$ cat src/rtl/serial_adder_if.sv
`default_nettype none
// ---------------------------------------------------------------------------
// Module   : serial_adder_if
// Purpose  : Request/result bundle between a datapath master and the
//            bit-serial adder/subtractor.
// Revision : 1.0  initial release
// ---------------------------------------------------------------------------
interface serial_adder_if #(
  parameter int WIDTH = 8
);
  logic             start;
  logic             sub;
  logic [WIDTH-1:0] A;
  logic [WIDTH-1:0] B;
  logic             Ci;
  logic             busy;
  logic             done;
  logic [WIDTH-1:0] S;
  logic             Co;
  logic             V;

  modport master (
    output start, sub, A, B, Ci,
    input  busy, done, S, Co, V
  );

  modport slave (
    input  start, sub, A, B, Ci,
    output busy, done, S, Co, V
  );
endinterface
`default_nettype wire

$ cat src/rtl/serial_adder.sv
`default_nettype none
// ---------------------------------------------------------------------------
// Module   : serial_adder
// Purpose  : Bit-serial WIDTH-bit adder/subtractor. Operands are captured on
//            start, fed LSB-first through a single full-adder cell with a
//            carry flop, and the result is presented with a done pulse.
// Revision : 1.0  initial release
// ---------------------------------------------------------------------------

// ---------------------------------------------------------------------------
// Module   : full_adder
// Purpose  : One-bit full-adder cell.
// Revision : 1.0  initial release
// ---------------------------------------------------------------------------
module full_adder (
  input  wire logic A,
  input  wire logic B,
  input  wire logic Ci,
  output logic      S,
  output logic      Co
);
  assign S  = A ^ B ^ Ci;
  assign Co = (A & B) | (Ci & (A ^ B));
endmodule

module serial_adder #(
  parameter int WIDTH = 8
) (
  input  wire logic      clk,
  input  wire logic      rst_n,
  serial_adder_if.slave  bus
);
  localparam int CW = (WIDTH > 1) ? $clog2(WIDTH) : 1;
  localparam logic [CW-1:0] c_last = CW'(WIDTH - 1);

  typedef enum logic [1:0] {
    IDLE  = 2'd0,
    SHIFT = 2'd1,
    DONE  = 2'd2
  } state_t;

  state_t           r_state;
  logic [WIDTH-1:0] r_a_sr;
  logic [WIDTH-1:0] r_b_sr;
  logic [WIDTH-1:0] r_s_sr;
  logic [CW-1:0]    r_cnt;
  logic             r_carry;
  logic             r_busy;
  logic             r_done;
  logic [WIDTH-1:0] r_s;
  logic             r_co;
  logic             r_v;

  logic             w_sum;
  logic             w_co;
  logic [WIDTH-1:0] w_s_next;

  full_adder u_fa (
    .A  (r_a_sr[0]),
    .B  (r_b_sr[0]),
    .Ci (r_carry),
    .S  (w_sum),
    .Co (w_co)
  );

  // The working sum fills from the MSB so after WIDTH shifts bit 0 is at LSB.
  assign w_s_next = {w_sum, r_s_sr[WIDTH-1:1]};

  // Sequencer: capture, shift one bit per clock, publish result with done.
  always_ff @(posedge clk) begin
    if (!rst_n) begin
      r_state <= IDLE;
      r_a_sr  <= '0;
      r_b_sr  <= '0;
      r_s_sr  <= '0;
      r_cnt   <= '0;
      r_carry <= 1'b0;
      r_busy  <= 1'b0;
      r_done  <= 1'b0;
      r_s     <= '0;
      r_co    <= 1'b0;
      r_v     <= 1'b0;
    end else begin
      case (r_state)
        IDLE: begin
          r_done <= 1'b0;
          if (bus.start) begin
            r_a_sr  <= bus.A;
            // Subtraction is A + ~B + 1: invert B and force carry-in high.
            r_b_sr  <= bus.sub ? ~bus.B : bus.B;
            r_carry <= bus.sub ? 1'b1 : bus.Ci;
            r_cnt   <= '0;
            r_busy  <= 1'b1;
            r_state <= SHIFT;
          end
        end
        SHIFT: begin
          r_a_sr  <= r_a_sr >> 1;
          r_b_sr  <= r_b_sr >> 1;
          r_s_sr  <= w_s_next;
          r_carry <= w_co;
          r_cnt   <= r_cnt + 1'b1;
          if (r_cnt == c_last) begin
            // r_carry here is the carry into the MSB; overflow is that
            // carry differing from the carry out of the MSB.
            r_s     <= w_s_next;
            r_co    <= w_co;
            r_v     <= r_carry ^ w_co;
            r_busy  <= 1'b0;
            r_done  <= 1'b1;
            r_state <= DONE;
          end
        end
        DONE: begin
          r_done  <= 1'b0;
          r_state <= IDLE;
        end
        default: begin
          r_busy  <= 1'b0;
          r_done  <= 1'b0;
          r_state <= IDLE;
        end
      endcase
    end
  end

  assign bus.busy = r_busy;
  assign bus.done = r_done;
  assign bus.S    = r_s;
  assign bus.Co   = r_co;
  assign bus.V    = r_v;
endmodule
`default_nettype wire

$ cat src/flat_wrapper.sv
// flat-port wrapper written by rule: the top's interface ports become plain ports
module serial_adder_flat 
#(
  parameter int WIDTH = 8
)
  (clk, rst_n, bus_start, bus_sub, bus_A, bus_B, bus_Ci, bus_busy, bus_done, bus_S, bus_Co, bus_V);
  serial_adder_if #(.WIDTH(WIDTH)) bus_i ();
  input  wire logic clk;
  input  wire logic rst_n;
  input wire logic [$bits(bus_i.start)-1:0] bus_start;
  input wire logic [$bits(bus_i.sub)-1:0] bus_sub;
  input wire logic [$bits(bus_i.A)-1:0] bus_A;
  input wire logic [$bits(bus_i.B)-1:0] bus_B;
  input wire logic [$bits(bus_i.Ci)-1:0] bus_Ci;
  output wire logic [$bits(bus_i.busy)-1:0] bus_busy;
  output wire logic [$bits(bus_i.done)-1:0] bus_done;
  output wire logic [$bits(bus_i.S)-1:0] bus_S;
  output wire logic [$bits(bus_i.Co)-1:0] bus_Co;
  output wire logic [$bits(bus_i.V)-1:0] bus_V;
  assign bus_i.start = bus_start;
  assign bus_i.sub = bus_sub;
  assign bus_i.A = bus_A;
  assign bus_i.B = bus_B;
  assign bus_i.Ci = bus_Ci;
  assign bus_busy = bus_i.busy;
  assign bus_done = bus_i.done;
  assign bus_S = bus_i.S;
  assign bus_Co = bus_i.Co;
  assign bus_V = bus_i.V;
  serial_adder #(.WIDTH(WIDTH)) u_core (.clk(clk), .rst_n(rst_n), .bus(bus_i));
endmodule
$ cat config.mk
export PLATFORM = sky130hd
export DESIGN_NAME = serial_adder_flat
export DESIGN_NICKNAME = d
export VERILOG_FILES = /design/src/rtl/serial_adder_if.sv /design/src/rtl/serial_adder.sv /design/src/flat_wrapper.sv
export SDC_FILE = /design/constraint.sdc
export NUM_CORES = 1
export LEC_CHECK = 0
export ABC_CLOCK_PERIOD_IN_PS = 2820
export CORE_MARGIN = 4
export CORE_UTILIZATION = 30
export DETAILED_ROUTE_END_ITERATION = 12
export PLACE_DENSITY = 0.57
export SKIP_LAST_GASP = 1
export SLEW_MARGIN = 20
export SYNTH_ARGS = -nofsm -noshare
export SYNTH_HDL_FRONTEND = slang
export SYNTH_SLANG_ARGS = --single-unit
$ cat constraint.sdc
create_clock -name clk -period 2.82 [get_ports clk]
set_input_delay 0.282 -clock clk [delete_from_list [all_inputs] [get_ports clk]]
set_output_delay 0.282 -clock clk [all_outputs]
set_load 0.01 [all_outputs]
### After elaboration in Yosys (flattened, before gate mapping)

Cells that the tools add are included.
W data, S select, Z words.

| storage, ports and cells | value |
|---|---|
| register bits | 42 |
| input port bits | 21 |
| output and inout bits | 12 |
| logic and storage cells | 48 |

| cells by class | value |
|---|---|
| $add $sub $neg | 1 |
| equal/unequal tests | 5 |
| multiplexer cells | 16 |
| bitwise logic cells | 8 |
| reductions and logical operators | 7 |

Operators with widths:

| cell | number |
|---|---|
| $pmux W8 S2 | 2 |
| $mux W8 | 3 |
| $not A8 Y8 | 1 |
| $reduce_and A2 Y1 | 4 |
| $pmux W3 S2 | 1 |
| $mux W1 | 4 |
| $mux W2 | 2 |
| $pmux W2 S2 | 1 |
| $add A3 B1 Y3 const B | 1 |
| $eq A3 B3 Y1 const B | 1 |
| $mux W3 | 1 |
| $pmux W1 S3 | 1 |
| $reduce_and A3 Y1 | 1 |
| $xor A1 B1 Y1 | 3 |
| $and A1 B1 Y1 | 2 |
| $eq A2 B1 Y1 const B | 1 |
| $eq A2 B2 Y1 const B | 1 |
| $logic_not A2 Y1 | 1 |
| $ne A2 B1 Y1 const B | 1 |
| $ne A2 B2 Y1 const B | 1 |
| $pmux W1 S2 | 1 |
| $reduce_bool A2 Y1 | 1 |
| $not A1 Y1 | 1 |
| $or A1 B1 Y1 | 1 |

### Longest topological paths before layout

Gate-level depths: netlist of run 1.

| logic depth | value |
|---|---|
| depth after elaboration | 4 |
| mapped depth | 5 |
| gate-level depth less buffers | 5 |

### By module

A second synthesis of run 1 with hierarchy kept.

| unflattened totals | value |
|---|---|
| cell total of the unflattened synthesis | 194 |
| area total of the unflattened synthesis | 1751.7 um2 |

By module, submodules not included:

| module | times used | cells an instance | area an instance (um2) | seq. area each (um2) |
|---|---|---|---|---|
| serial_adder | 1 | 193 | 1731.7 | 820.8 |
| full_adder | 1 | 1 | 20.0 | 0.0 |

### Worst setup path after synthesis of run 1

No wires, ideal clock.

| path | value |
|---|---|
| path kind | reg-to-reg |
| start | register u_core.r_cnt[0] |
| end | register u_core.r_co (netlist: u_core.bus.Co) |
| arrival | 1222 ps |
| data required time | 2703 ps |
| setup slack | 1481 ps |
| stages on the path, launching flop included | 6 |
| period minus slack after synthesis | 1339 ps |
| cells stage by stage | dfxtp_1 -> ha_1 -> ha_1 -> nand3b_1 -> mux2i_1 -> nor2b_1 |

| between the ends | value |
|---|---|
| cells in the longest elaborated chain, start to end | 2 |

Ends and longest elaborated chain:

| what | RTL line | RTL |
|---|---|---|
| start: declaration | serial_adder.sv:46 | `logic [CW-1:0] r_cnt;` |
| start signal: assignment | serial_adder.sv:102 | `r_cnt <= r_cnt + 1'b1;` |
| $eq A3 B3 Y1 | serial_adder.sv:103 | `if (r_cnt == c_last) begin` |
| $reduce_and A2 Y1 (no source line) | - |  |
| end signal: assignment | serial_adder.sv:107 | `r_co <= w_co;` |
| end: declaration | serial_adder.sv:51 | `logic r_co;` |

No other way between the ends.
A chain may end at the register's enable or synchronous reset.

### Worst setup path after layout of run 1

Ends and elaborated chain as after synthesis.

==> results of run 1 <==
[layer usage]
layer / up-vias / track usage [%] / wire length, um
met5: - / 0 / 0
met4: 0 / 5.61 / 55
met3: 5 / 2.79 / 163
met2: 31 / 18.1 / 1810
met1: 705 / 15.2 / 1870
li1: 747 / - / -
[layout make-up]
class	count	area, um^2	area share (%)
Tap cell	75	93.8	4.11
Clock buffer	5	68.8	3.02
Sequential cell	41	821	36.0
Clock inverter	3	46.3	2.03
Inverter	3	11.3	0.493
Multi-Input combinational cell	137	906	39.7
Timing Repair Buffer	34	335	14.7
[power by group through the flow]
stage	clock network (mW)	registers, mW	logic [mW]
5_1_grt	0.529	0.633	0.161
3_3_place_gp	0	0.641	0.141
3_5_place_dp	0	0.641	0.143
4_1_cts	0.501	0.628	0.143
6_report	0.482	0.628	0.141
2_1_floorplan	0	0.634	0.102
[layout by cell type (no fill, tap or decap), types with 2 or more instances in the layout]
master and instances:
a21boi_0 16, a21oi_1 9, a221o_1 7, a22oi_1 2
and2_1 2, and3_1 2, buf_4 2, clkbuf_8 5
clkdlybuf4s50_1 32, clkinv_1 2, dfxtp_1 41, ha_1 2
mux2i_1 2, nand2_1 23, nand2b_1 3, nand3_1 8
nor2_1 10, nor2b_1 5, o21a_1 2, o21ai_0 11
o221ai_1 7, or3b_2 6, xnor2_1 8
[flip-flops by register name, indices dropped and copies added (netlist names)]
signal           cells
u_core.bus.S         8
u_core.r_a_sr        8
u_core.r_b_sr        8
u_core.r_s_sr        7
u_core.r_cnt         3
u_core.r_state       2
u_core.bus.Co        1
u_core.bus.V         1
u_core.bus.busy      1
u_core.bus.done      1
u_core.r_carry       1
[critical path: cells and delay by family, from the launching register on]
family                   cells  cell delay, ns
multiplexers                 1            0.26
adder cells (fa/ha/maj)      2            0.63
AND/OR/NAND/NOR              2            0.52
flip-flops                   1            0.36
[kinds of logic after synthesis]
group	share of synthesized area (%)
and+or+nand+nor	18.8
AOI/OAI and AO/OA	22.9
DFF	45.0
buffers and inverters	5.41
xor gates and xnor gates	4.32
adders and majority gates	2.47
muxes	1.10
[how the worst max path moves through the flow]
stage / from / end / slack (ns) / depth (start not counted)
2_1_floorplan: u_core.r_cnt[0] / u_core.bus.Co / 1.48 / 5
5_1_grt: u_core.r_cnt[0] / u_core.bus.V / 0.74 / 5
3_5_place_dp: bus_start / u_core.r_b_sr[3] / 0.83 / 4
4_1_cts: u_core.r_cnt[0] / u_core.bus.Co / 0.86 / 5
6_report: u_core.r_cnt[0] / u_core.bus.Co / 0.94 / 5
3_3_place_gp: bus_start / u_core.r_b_sr[2] / 0.85 / 4
[per-stage QoR]
| step | utilization (%) | setup slack, ns | hold slack, ns | power, mW |
|---|---|---|---|---|
| 3_5_place_dp | 36.6 | 0.832 | 0.463 | 0.784 |
| 6_report | 38.5 | 0.943 | 0.466 | 1.25 |
| 4_1_cts | 38.5 | 0.858 | 0.475 | 1.27 |
| 5_1_grt | 38.5 | 0.738 | 0.499 | 1.32 |
| 2_1_floorplan | - | 1.48 | 0.444 | 0.736 |
| 3_3_place_gp | 36.6 | 0.853 | 0.455 | 0.782 |
==> impl_metrics.py, run 1 <==
metrics = {
    "drt": {
        "num_vias": 1488,
        "drt-initial-drc-count": 88,
        "wl_per_cell_um": 13.1,
        "dr.pass1.iters": 4,
        "drt-total-wl_um": 3900,
        "post-route-drc-count": 0,
        "routed_via_density": 4.99,
        "ant_nets": 0,
    },
    "timing": {
        "maxSlewHeadroom_pct": 56.8,
        "clock_skew_ns": 0.00931,
        "finalMaxSlewViolations": 0,
        "fin_crit_sh_pct": 66.5,
        "rsz0062_at_grt": "false",
        "finalSetupViolations": 0,
        "tightest_slew_ns": 0.645,
        "fin_crit_ns": 1.88,
        "finalHoldViolCount": 0,
        "fmax_mhz": 533,
        "tns_ns": 0,
    },
    "synth": {
        "netlist_top_cells_count": "dfxtp_1 (41), nand2_1 (23), a21boi_0 (16), o21ai_0 (11), nor2_1 (10)",
        "synth_ff_type": "dfxtp_1",
        "yosysUniqueCellTypes": 38,
        "synth_top_area_share_pct": 45.0,
        "yosysMostFrequentCell": "dfxtp_1",
        "synth.net_count": 221,
        "synth_area_mm2": 0.00183,
        "synth_edf_count": 0,
        "ys_top_cells_by_area": "dfxtp_1 (45%), a21boi_0 (6.6%), nand2_1 (4.7%)",
        "netlist_instances": 197,
        "avgSynthCellArea_um2": 9.27,
        "ys_ff_latch": 41,
        "synth_top_cell_by_area": "dfxtp_1",
        "synthArstFlopShare_pct": 0,
        "seq_area_frac_synth_pct": 45.0,
        "yosys_warnings": 0,
    },
    "floorplan": {
        "ios": 33,
        "start_util_pct": 30.8,
        "die_x_um": 86.0,
        "num_rows": 28,
        "coreArea_mm2": 0.00592,
        "die_area_mm2": 0.00740,
        "dieHeight_um": 86.0,
    },
    "flow_run": {
        "max_cap_viol_count": 0,
    },
    "placed_design": {
        "dpl.cell_count": 290,
        "io_buffers": 32,
        "dpl.hpwl_um": 2670,
        "routabilityCongestion": 0.692,
        "placed_area_mm2": 0.00217,
    },
    "setup_path": {
        "crit_path_end_kind": "flip-flop",
        "rr_worst_depth": 5,
        "crit_top_cell": "ha_1",
        "r2r_slack_ns": 0.94,
        "cpPeakStageDelay_ns": 0.48,
        "r2r-end": "u_core.bus.Co",
        "start_kind": "flip-flop",
        "r2r-start": "u_core.r_cnt[0]",
        "crit_path_cell_trace": "ha_1 > ha_1 > nand3b_1 > mux2i_1 > nor2b_1",
        "worstSetupPathType": "flip-flop to flip-flop",
        "cp_max_fo": 14,
        "crit_arrival_ns": 2.07,
        "worstPathRequired_ns": 3.01,
        "cpMaxStageDelayCell": "ha_1",
    },
    "min_path": {
        "hold_path.class": "flip-flop to flip-flop",
        "whs_endpoint": "u_core.bus.S[4]",
        "min_path_cells": 2,
        "min-delay-start": "u_core.bus.S[4]",
    },
    "clock_tree": {
        "cts_setup_buffers": 0,
        "h-tree-depth": 2,
        "ctsLongestPathBuffers": 2,
        "insertion_delay_ns": 0.30,
        "cts-root-buf": "clkbuf_8",
        "clock_sinks": 41,
        "hold_buffers": 0,
        "cts_made_buffers": 5,
        "clk_pin_slew_ns": 0.08,
        "cts_resized": 0,
        "cts_tree": "yes",
    },
    "power": {
        "p_clk_share_pct": 38.5,
        "leakagePower_nw": 0.792,
        "ir_worst_vdd_mv": 0.273,
        "power.density_mw_per_mm2": 548,
        "netSwitchingPower_uw": 304,
        "switching_share_pct": 24.3,
        "power.internal_uw": 948,
        "pwr-share-seq_pct": 50.2,
        "p_comb_share_pct": 11.3,
    },
    "global_route": {
        "gr-total-overflow": 0,
        "grt_max_degree": 22,
        "grt_pass1_wl_um": 6810,
        "antenna_found_initial": 0,
        "gr-usage-all-layers_pct": 11.7,
        "grt_pass1_vias": 1440,
    },
    "layout": {
        "layout-drive-gt1-share_pct": 7.62,
        "stdcell_count": 298,
        "area_growth_pct": 25.0,
        "num_antenna_cells": 0,
        "nFillCells": 594,
        "design_area_mm2": 0.00228,
        "finalNetCount": 246,
    },
    "run_status": {
        "status": "finished, final reports clean",
    },
}
No activity file was read; power rests on OpenSTA's default activity.
==> run 2, diff against run 1 <==
ABC_CLOCK_PERIOD_IN_PS = 1500   (was 2820)
PLACE_DENSITY = 0.58   (was 0.57)
clock period = 1.5 ns   (was 2.82 ns; I/O delays follow)
==> run 2 against run 1 <==
Final area rose by 5.1%. First-iteration DRC count fell by 14%. Sequential share of layout area fell by 1.7 points. Count of clock-buffer cells in the layout did not move. Global-route usage fell by 0.42 points. Power rose by 86%. Hold slack got worse by 0.0013 ns. Register-to-register slack got worse by 0.86 ns. Die area did not move. Largest power group unchanged.
==> impl_metrics.py, run 2 (same netlist as run 1, synthesis figures left out) <==
metrics = {
    "run_status": {
        "status": "finished, final reports clean",
    },
    "power": {
        "power.density_mw_per_mm2": 971,
        "p_clk_share_pct": 36.8,
        "p_total_mw": 2.33,
        "switching_share_pct": 23.2,
        "pwr-share-seq_pct": 50.6,
        "leakagePower_nw": 0.868,
        "power.internal_mw": 1.79,
        "ir_worst_vdd_mv": 0.525,
        "netSwitchingPower_uw": 541,
        "p_comb_share_pct": 12.6,
    },
    "flow_run": {
        "max_cap_viol_count": 0,
    },
    "layout": {
        "area_growth_pct": 31.4,
        "layout-drive-gt1-share_pct": 13.5,
        "design_area_mm2": 0.00240,
        "multi_input_area_um2": 908,
        "finalNetCount": 261,
        "layout_commonest_cell": "dfxtp_1",
        "nFillCells": 601,
        "final_core_util_pct": 40.5,
        "num_antenna_cells": 0,
        "final_cell_mix": "dfxtp_1 (41), clkdlybuf4s50_1 (32), nand2_1 (23), a21boi_0 (16), buf_4 (16)",
        "final-seq-area_um2": 821,
    },
    "setup_path": {
        "cpMaxStageDelayCell": "dfxtp_1",
        "start_kind": "flip-flop",
        "crit_top_cell": "ha_1",
        "worstPathRequired_ns": 1.69,
        "cpLargestDelayFamily": "adder cells",
        "worstSetupPathType": "flip-flop to flip-flop",
        "cp_max_fo": 4,
        "crit_path_end_kind": "flip-flop",
        "cpPeakStageDelay_ns": 0.32,
        "crit_arrival_ns": 1.61,
        "crit_buf_inv": 1,
        "crit_path_cell_trace": "ha_1 > ha_1 > nand3b_1 > buf_4 > mux2i_1 > nor2b_1",
    },
    "floorplan": {
        "ios": 33,
        "start_util_pct": 30.8,
        "dieHeight_um": 86.0,
        "num_rows": 28,
        "die_area_mm2": 0.00740,
        "coreArea_mm2": 0.00592,
        "die_x_um": 86.0,
    },
    "drt": {
        "num_vias": 1512,
        "routed_via_density": 4.85,
        "post-route-drc-count": 0,
        "dr.pass1.iters": 4,
        "drt-total-wl_um": 3880,
        "wl_per_cell_um": 12.4,
        "ant_nets": 0,
        "drt-initial-drc-count": 76,
    },
    "clock_tree": {
        "cts-root-buf": "clkbuf_8",
        "cts_tree": "yes",
        "cts_made_buffers": 5,
        "h-tree-depth": 2,
        "ctsLongestPathBuffers": 2,
        "clock_sinks": 41,
        "clk_pin_slew_ns": 0.08,
        "insertion_delay_ns": 0.29,
    },
    "timing": {
        "maxSlewHeadroom_pct": 78.4,
        "finalSetupViolations": 0,
        "fmax_mhz": 706,
        "clock_skew_ns": 0.00546,
        "hold_ws_ns": 0.465,
        "setup_ws_ns": 0.0832,
        "finalMaxSlewViolations": 0,
        "finalHoldViolCount": 0,
        "rsz0062_at_grt": "true",
        "fin_crit_sh_pct": 94.5,
        "fin_crit_ns": 1.42,
        "tightest_slew_ns": 0.323,
    },
    "placed_design": {
        "pre_cts_slack_ns": -0.0745,
        "dpl.hpwl_um": 2740,
        "routabilityCongestion": 0.737,
        "io_buffers": 32,
        "placed_area_mm2": 0.00228,
    },
    "min_path": {
        "hold_path.class": "flip-flop to flip-flop",
    },
    "global_route": {
        "grt_pass1_wl_um": 6640,
        "antenna_found_initial": 0,
        "gr-usage-all-layers_pct": 11.3,
        "grt_max_degree": 31,
        "gr-total-overflow": 0,
        "grt_pass1_vias": 1418,
    },
}
[run 2: cell types whose count changed in the layout (fill, tap and decap cells not counted), sizes merged]
cell,before,now
clkinvlp,1,0
buf,2,17
[run 2: timing repair]
action | in CTS | in global routing
endpoints found under the hold margin | 0 | 0
hold buffers | 0 | 0
gates resized for setup | 0 | 1
buffers inserted | 0 | 2
setup endpoints to repair | 0 | 15
[run 2: cell type report]
| cell class | instances | area share (%) |
|---|---|---|
| Clock buffer | 5 | 2.87 |
| Tap cell | 75 | 3.91 |
| Clock inverter | 2 | 1.46 |
| Timing Repair Buffer | 49 | 19.2 |
| Inverter | 3 | 0.469 |
| Sequential cell | 41 | 34.2 |
| Multi-Input combinational cell | 137 | 37.9 |
[run 2: path summary, 6_finish.rpt]
path / slack, ns / depth (start not counted) / from / end
setup / recovery: 0.08 / 6 / u_core.r_cnt[0] / u_core.bus.Co
hold / removal: 0.46 / 2 / u_core.bus.S[1] / u_core.bus.S[1]
setup reg to reg: 0.08 / 6 / u_core.r_cnt[0] / u_core.bus.Co
hold reg to reg: 0.46 / 2 / u_core.bus.S[1] / u_core.bus.S[1]
[run 2: metal layers]
metal | routed length (um) | up-vias | share of wire [%] | track usage [%]
met2 | 1780 | 24 | 46 | 17.6
met5 | 0 | - | 0 | 0
met4 | 52 | 0 | 1.3 | 4.46
li1 | - | 774 | - | -
met3 | 150 | 4 | 3.9 | 3.46
met1 | 1900 | 710 | 49 | 14.5
[run 2: power groups by stage]
stage | clock (mW) | combinational [mW] | sequential (mW)
floorplan | 0 | 0.192 | 1.19
global placement | 0 | 0.291 | 1.20
detailed placement | 0 | 0.295 | 1.20
CTS | 0.886 | 0.296 | 1.18
global route | 0.939 | 0.327 | 1.19
finish | 0.857 | 0.293 | 1.18
[run 2: stage by stage]
| step | setup TNS, ns | std cells |
|---|---|---|
| 2_1_floorplan | 0 | 197 |
| 3_3_place_gp | -0.544 | 303 |
| 3_5_place_dp | -0.700 | 303 |
| 4_1_cts | 0 | 310 |
| 5_1_grt | -0.0421 | 312 |
| 6_report | 0 | 312 |
[run 2: tightest hold or removal path, stage by stage (launching register included)]
cell and delay (ns):
dfxtp_1 0.31, nand2_1 0.04, a21boi_0 0.06
==> run 3, diff against run 2 <==
CORE_UTILIZATION = 46   (was 30)
PLACE_DENSITY = 0.8   (was 0.58)
==> run 3 against run 2 <==
Critical path depth is 2 lower. Via count is 1.5% lower. First-iteration DRC count is 16% lower. Count of clock-buffer cells in the layout stayed put. Register-to-register slack better by 0.04 ns. Critical path type unchanged. Critical endpoint is now u_core.r_carry. Largest power group unchanged.
==> impl_metrics.py, run 3 (same netlist as run 1, synthesis figures left out) <==
metrics = {
    "timing": {
        "tightest_slew_ns": 0.302,
        "fin_crit_ns": 1.38,
        "tns_ns": 0,
        "setup_ws_ns": 0.119,
        "finalHoldViolCount": 0,
        "finalSetupViolations": 0,
        "rsz0062_at_grt": "false",
        "maxSlewHeadroom_pct": 79.8,
        "fin_crit_sh_pct": 92.1,
        "fmax_mhz": 724,
        "finalMaxSlewViolations": 0,
        "clock_skew_ns": 0.00576,
    },
    "setup_path": {
        "crit_arrival_ns": 1.56,
        "crit_path_end_kind": "flip-flop",
        "crit_end": "u_core.r_carry",
        "cpMaxStageDelayCell": "fa_1",
        "cpLargestDelayFamily": "adder cells",
        "cp_max_fo": 3,
        "worstSetupPathType": "flip-flop to flip-flop",
        "r2r-start": "u_core.r_a_sr[0]",
        "r2r-end": "u_core.r_carry",
        "crit_cells": 4,
        "crit_path_cell_trace": "fa_1 > nand2_1 > o21ai_0 > a32o_1",
        "start_kind": "flip-flop",
        "crit_buf_inv": 0,
        "rr_worst_depth": 4,
        "r2r_slack_ns": 0.12,
        "startpoint": "u_core.r_a_sr[0]",
        "worstPathRequired_ns": 1.68,
        "cpPeakStageDelay_ns": 0.50,
    },
    "global_route": {
        "grt_max_degree": 29,
        "antenna_found_initial": 0,
        "gr-usage-all-layers_pct": 15.1,
        "grt_pass1_vias": 1352,
        "gr-total-overflow": 0,
        "grt_pass1_wl_um": 6080,
    },
    "drt": {
        "dr.pass1.iters": 4,
        "wl_per_cell_um": 12.6,
        "routed_via_density": 5.30,
        "num_vias": 1489,
        "ant_nets": 0,
        "drt-initial-drc-count": 64,
        "drt-total-wl_um": 3540,
        "post-route-drc-count": 0,
    },
    "min_path": {
        "hold_path.class": "input port to flip-flop",
        "min-delay-start": "bus_A[7]",
    },
    "placed_design": {
        "dpl.hpwl_um": 2580,
        "placed_area_mm2": 0.00222,
        "pre_cts_slack_ns": -0.0684,
        "dpl.cell_count": 274,
        "io_buffers": 32,
        "routabilityCongestion": 0.747,
    },
    "layout": {
        "num_antenna_cells": 0,
        "final_cell_mix": "dfxtp_1 (40), clkdlybuf4s50_1 (32), nand2_1 (23), a21boi_0 (16), buf_4 (13)",
        "area_growth_pct": 27.1,
        "finalNetCount": 257,
        "layout_commonest_cell": "dfxtp_1",
        "stdcell_count": 281,
        "nFillCells": 347,
        "final_core_util_pct": 62.0,
        "layout-drive-gt1-share_pct": 12.0,
        "design_area_mm2": 0.00232,
    },
    "clock_tree": {
        "cts-root-buf": "clkbuf_8",
        "clk_pin_slew_ns": 0.08,
        "h-tree-depth": 2,
        "hold_buffers": 0,
        "ctsLongestPathBuffers": 2,
        "cts_tree": "yes",
        "clock_sinks": 41,
        "cts_made_buffers": 5,
        "insertion_delay_ns": 0.29,
    },
    "power": {
        "ir_worst_vdd_mv": 0.648,
        "power.density_mw_per_mm2": 995,
        "leakagePower_nw": 0.846,
    },
    "floorplan": {
        "start_util_pct": 48.8,
        "ios": 33,
        "coreArea_mm2": 0.00374,
        "dieHeight_um": 71.0,
        "num_rows": 22,
        "die_x_um": 71.0,
        "die_area_mm2": 0.00504,
    },
    "flow_run": {
        "max_cap_viol_count": 0,
    },
    "run_status": {
        "status": "finished, final reports clean",
    },
}
## run 3: cell types whose count changed in the layout (fill, tap and decap cells not counted)
cell / change
buf_12: -1
buf_4: -3
dfxtp_1: -1
dfxtp_2: +1
nand2b_1: +1
nand2b_2: -1
## run 3: power by group
group | switching [mW] | internal (mW)
clock network | 0.359 | 0.484
logic | 0.125 | 0.162
registers | 0.0405 | 1.14
## run 3: how the worst min path moves through the flow
stage | end | cells after the start
after floorplan | u_core.r_a_sr[7] | 2
after global placement | u_core.bus.S[0] | 2
after detailed placement | u_core.bus.done | 1
after CTS | u_core.r_a_sr[7] | 3
after global routing | u_core.r_a_sr[7] | 3
final | u_core.r_a_sr[7] | 3
## run 3: worst register-to-register path: stages (launching register included)
cell and delay [ns]:
dfxtp_1 0.36, fa_1 0.50, nand2_1 0.10, o21ai_0 0.07
a32o_1 0.25
## run 3: timing repair
item | 4_1_cts | 5_1_grt
endpoints found under the setup margin | 0 | 1
gates resized for setup | 0 | 1
buffers inserted | 0 | 0
## run 3: metal layers
layer	part of all wire (%)	routed length, um	vias to the layer above	track usage (%)
met2	50	1770	29	25.4
li1	-	-	767	-
met5	0	0	-	0
met1	45	1580	689	18.3
met4	1.2	44	0	6.26
met3	4.0	141	4	3.55
## run 3: layout make-up
| class | count | area [um^2] | area share [%] |
|---|---|---|---|
| clock inverter | 2 | 35.0 | 1.51 |
| inverter | 3 | 11.3 | 0.485 |
| timing repair buffer | 45 | 418 | 18.0 |
| clock buffer | 5 | 68.8 | 2.96 |
| sequential | 41 | 822 | 35.4 |
| multi-input combinational | 137 | 906 | 39.0 |
| tap | 48 | 60.1 | 2.59 |
## run 3: per-stage QoR
step / power [mW] / hold slack [ns]
6_report: 2.31 / 0.459
5_1_grt: 2.42 / 0.477
4_1_cts: 2.33 / 0.462
3_5_place_dp: 1.49 / 0.454
3_3_place_gp: 1.48 / 0.450
2_1_floorplan: 1.38 / 0.332
